<file path="src/rtl/uart_frame_pkg.sv">
// Shared types and sizing helpers for the UART frame assembler.
// Used by uart_frame_assembler and uart_frame_xor.
package uart_frame_pkg;

  typedef enum logic [1:0] {
    IDLE,
    COLLECT,
    CHECK
  } frame_state_t;

  localparam int DEFAULT_FRAME_BYTES = 80;

  function automatic int count_width(input int frame_bytes);
    return $clog2(frame_bytes + 1);
  endfunction

endpackage

</file>
<file path="src/rtl/uart_frame_xor.sv">
// Running XOR accumulator used to verify the optional per-frame checksum byte.
// When clear and enable are both high, the accumulator restarts with data.
module uart_frame_xor
  import uart_frame_pkg::*;
(
  input  logic       clk,
  input  logic       rst_n,
  input  logic       clear,
  input  logic       enable,
  input  logic [7:0] data,
  output logic [7:0] acc
);

  always_ff @(posedge clk or negedge rst_n) begin
    if (!rst_n) begin
      acc <= 8'h00;
    end else begin
      acc <= (clear ? 8'h00 : acc) ^ (enable ? data : 8'h00);
    end
  end

endmodule

</file>
<file path="src/rtl/uart_frame_assembler.sv">
// Packs UART receiver bytes into FRAME_BYTES-wide frames behind a valid/ack handshake.
// Define FRAME_CHECKSUM_EN to require a trailing XOR checksum byte per frame.
module uart_frame_assembler
  import uart_frame_pkg::*;
#(
  parameter int FRAME_BYTES = DEFAULT_FRAME_BYTES
) (
  input  logic                     clk,
  input  logic                     rst_n,
  input  logic [7:0]               rx_byte,
  input  logic                     rx_data_ready,
  input  logic                     rx_busy,
  input  logic                     rx_error,
  output logic [8*FRAME_BYTES-1:0] frame_data,
  output logic                     frame_valid,
  input  logic                     frame_ack,
  output logic                     err_framing,
  output logic                     err_gap,
  output logic                     err_overrun,
  output logic                     err_checksum,
  input  logic                     err_clear
);

  localparam int W  = 8 * FRAME_BYTES;
  localparam int CW = count_width(FRAME_BYTES);

  frame_state_t  state;
  logic [CW-1:0] count;
  logic [W-1:0]  shift;
  logic [W-1:0]  next_shift;
  logic [W-1:0]  frame_next;
  logic          last_data;
  logic          byte_ev;
  logic          gap_ev;
  logic          complete;
  logic          overrun_hit;

`ifdef FRAME_CHECKSUM_EN
  logic [7:0] xor_acc;
  logic       ck_bad;

  uart_frame_xor u_xor (
    .clk    (clk),
    .rst_n  (rst_n),
    .clear  (state == IDLE),
    .enable (byte_ev && (state != CHECK)),
    .data   (rx_byte),
    .acc    (xor_acc)
  );
`endif

  always_comb begin
    next_shift  = {rx_byte, shift[W-1:8]};
    last_data   = (count == CW'(FRAME_BYTES - 1));
    byte_ev     = rx_data_ready && !rx_error;
    gap_ev      = !rx_busy && !rx_data_ready && !rx_error && (state != IDLE);
    complete    = 1'b0;
`ifdef FRAME_CHECKSUM_EN
    ck_bad      = 1'b0;
    frame_next  = shift;
    if (byte_ev && state == CHECK) begin
      if (xor_acc == rx_byte) complete = 1'b1;
      else                    ck_bad   = 1'b1;
    end
`else
    frame_next  = next_shift;
    if (byte_ev && state == COLLECT && last_data) complete = 1'b1;
`endif
    overrun_hit = complete && frame_valid && !frame_ack;
  end

  // Event priority: framing error, then byte strobe, then idle-line gap.
  always_ff @(posedge clk or negedge rst_n) begin
    if (!rst_n) begin
      state       <= IDLE;
      count       <= '0;
      shift       <= '0;
      frame_data  <= '0;
      frame_valid <= 1'b0;
      err_framing <= 1'b0;
      err_gap     <= 1'b0;
      err_overrun <= 1'b0;
    end else begin
      if (rx_error) begin
        state <= IDLE;
        count <= '0;
      end else if (rx_data_ready) begin
        case (state)
          IDLE: begin
            shift <= next_shift;
            count <= CW'(1);
            state <= COLLECT;
          end
          COLLECT: begin
            shift <= next_shift;
            if (last_data) begin
              count <= '0;
`ifdef FRAME_CHECKSUM_EN
              state <= CHECK;
`else
              state <= IDLE;
`endif
            end else begin
              count <= count + CW'(1);
            end
          end
`ifdef FRAME_CHECKSUM_EN
          CHECK: begin
            count <= '0;
            state <= IDLE;
          end
`endif
          default: begin
            count <= '0;
            state <= IDLE;
          end
        endcase
      end else if (gap_ev) begin
        state <= IDLE;
        count <= '0;
      end

      // A same-edge ack frees the output register for the completing frame.
      if (complete && (!frame_valid || frame_ack)) begin
        frame_data  <= frame_next;
        frame_valid <= 1'b1;
      end else if (frame_valid && frame_ack) begin
        frame_valid <= 1'b0;
      end

      err_framing <= rx_error    | (err_framing & ~err_clear);
      err_gap     <= gap_ev      | (err_gap     & ~err_clear);
      err_overrun <= overrun_hit | (err_overrun & ~err_clear);
    end
  end

`ifdef FRAME_CHECKSUM_EN
  always_ff @(posedge clk or negedge rst_n) begin
    if (!rst_n) err_checksum <= 1'b0;
    else        err_checksum <= ck_bad | (err_checksum & ~err_clear);
  end
`else
  assign err_checksum = 1'b0;
`endif

endmodule
</file>
<file path="config.mk">
export PLATFORM = sky130hd
export DESIGN_NAME = uart_frame_assembler
export DESIGN_NICKNAME = d
export VERILOG_FILES = /design/src/rtl/uart_frame_pkg.sv /design/src/rtl/uart_frame_xor.sv /design/src/rtl/uart_frame_assembler.sv
export SDC_FILE = /design/constraint.sdc
export NUM_CORES = 1
export LEC_CHECK = 0
export CORE_UTILIZATION = 50
export DETAILED_ROUTE_END_ITERATION = 8
export PLACE_DENSITY_LB_ADDON = 0.3
export SYNTH_ARGS = -nofsm -noshare
export SYNTH_HDL_FRONTEND = slang
export SYNTH_SLANG_ARGS = --single-unit
</file>
<file path="constraint.sdc">
create_clock -name clk -period 2.5 [get_ports clk]
set_input_delay 0.375 -clock clk [delete_from_list [all_inputs] [get_ports clk]]
set_output_delay 0.375 -clock clk [all_outputs]
set_load 0.05 [all_outputs]
</file>
==> impl_metrics.toml <==
[placed_design]
gp_congestion = 0.805
pre_cts_ws_ns = 0.0960
portBuffers = 658
dp.cells = 4763
dpl_cell_area_um2 = 59100
dpl.hpwl_um = 78600

[yosys]
ys_types = 36
synth_top_area_frac = 0.633
synth.area.top_cells = "dfrtp_1 63%, mux2_4 18%, mux2_2 15%"
synth_top_flop_cell = "dfrtp_1"
syn_area_per_cell_um2 = 18.4
syn-num-nets = 2768
synth.cell_area_um2 = 50800
ys_ff_latch = 1284
synthCells = 2752
yosysTopAreaCell = "dfrtp_1"
synthArstFlopShare = 1.00
synth_seq_area_share = 0.633
yosysWarnings = 0
synth_edf_count = 0

[sta]
hold_viol = 0
fin_setup_tns_ns = 0
slew_viol_final = 0
fin_worst_skew_ns = 0.0322
fmax_mhz = 416
slew_headroom = 0.547
worst_pin_slew_ns = 0.678
min_period_ns = 2.40
setup_violations = 0
finalCritPeriodShare = 0.961
grt_setup_unrepaired = "false"
setup_slack_ns = 0.0968

[clock_network]
cts_resized = 0
cts_tree = "yes"
htree_num_levels = 4
clock-sinks = 1284
cts_root_buf = "clkbuf_16"
cts_buffer_depth = 3
path_clk_slew_ns = 0.06
numCtsBuffers = 131
clk_latency_ns = 0.73

[global_route]
grt_max_degree = 105
grt_usage = 0.221
grt_pass1_vias = 27300
antenna_found_initial = 0
grt_pass1_wl_um = 173000
overflow = 0

[critical_path]
critPathRequiredTime_ns = 2.12
slowest_delay_ns = 0.85
cp_top_family = "buffers and inverters"
cp_num_buf_inv = 1
cp-start-kind = "register"
critical_path.max_fanout = 2
crit_path_end_kind = "primary output"
critPathSlowestCell = "clkdlybuf4s50_1"
crit_chain = "clkdlybuf4s50_1"
path_class = "register to primary output"
arrival_ns = 2.03
rrSetupSlack_ns = 0.28

[floorplan]
die_area_um2 = 103000
die_x_um = 321
core_um2 = 100000
initial_core_util = 0.506
io_pins = 660
rows = 116
dieHeight_um = 321

[drt]
vias_per_cell = 5.11
wl_um = 112000
drt_iter0_drc = 1351
drt.antenna.violating_nets = 0
vias = 25500
first_pass_iters = 4
drc = 0
post_drt_wl_per_cell_um = 22.5

[power]
fin_total_pwr_mw = 44.2
p_per_area_nw_per_um2 = 696
static-leakage-power_nw = 30.6
ir_drop_mv = 0.633

[layout]
post-route-cell-area_um2 = 63500
mostFrequentLayoutCell = "dfrtp_1"
n_antenna_cell = 0
num-fill-cells = 7146
drive_gt1_frac = 0.445
syn2layout_area_growth_pct = 25.0
instances_no_fill = 4989
layout_common_cells = "1,284 x dfrtp_1, 672 x mux2_2, 657 x clkdlybuf4s50_1"
fin_nets = 3556
register_area_um2 = 32100
multi_input_comb_area_um2 = 16900

[min_path]
hp-class = "input pin to async pin"

[status]
status = "finished clean"

[flow_run]
cap_violations = 0
## layer usage
layer,GRT usage,wire length [µm]
met1,0.290,48200
met2,0.346,53200
met3,0.0628,6910
met4,0.0885,4170
met5,0,0
## area by class of cell
| cell class | count | share of cell area |
|---|---|---|
| flip-flops and latches | 1284 | 0.506 |
| inverters | 2 | 0.000118 |
| well taps | 1357 | 0.0267 |
| multi-input cells | 1321 | 0.266 |
| repair buffers | 800 | 0.132 |
| clock buffers | 190 | 0.0611 |
| clock inverters | 35 | 0.00753 |
## metrics by stage
stage	hold WS (ns)	utilization
3_5_place_dp	0.361	0.590
4_1_cts	0.227	0.633
5_1_grt	0.269	0.633
6_report	0.280	0.633
3_3_place_gp	0.351	0.590
2_1_floorplan	0.0794	-
## path summary, 6_finish.rpt
kind,start,endpoint,depth (start not counted)
min in group clk,err_clear,err_gap,3
worst min register to register,err_gap,err_gap,1
max in group asynchronous,rst_n,shift[476],3
worst max-delay path,frame_data[235],frame_data[235],1
worst min-delay path,rst_n,frame_data[90],2
worst max register to register,count[0],frame_data[613],7
## flip-flops by register name, summed over array words and instances, names as in the netlist
name / flops
count: 7
err_framing: 1
err_gap: 1
err_overrun: 1
frame_data: 640
frame_valid: 1
shift: 632
state: 1
## where the power goes
group / switching [mW] / internal, mW / leakage [nW]
clock: 7.85 / 11.9 / 2.15
combinational: 0.893 / 1.05 / 10.7
sequential: 0.828 / 21.7 / 17.7
## cells in the mapped netlist, types with 2 or more instances
cell and instances:
and3_1 2, mux2_4 600, nand2b_1 3, a211o_1 2, clkbuf_1 5, buf_2 67, o21ai_0 5, inv_1 2
nand2_1 7, buf_4 5, dfrtp_1 1284, a21o_1 4, a21oi_1 3, buf_12 67, mux2_2 672, nand3_1 2
nor2_1 3
## logic make-up after synthesis
family / count (synthesis) / synth area share
other cells: 1 / 0.0000739
flops: 1284 / 0.633
compound gates: 19 / 0.00249
mux: 1273 / 0.327
buf+inv: 147 / 0.0345
simple gates: 27 / 0.00320
fa+ha+maj: 1 / 0.000246
## timing repair
item                       CTS  global route
setup buffers                0             0
hold endpoints to repair    92             0
hold buffers                 1             0
setup endpoints to repair    0             0
Note: power is estimated with default switching activity, not from simulation.
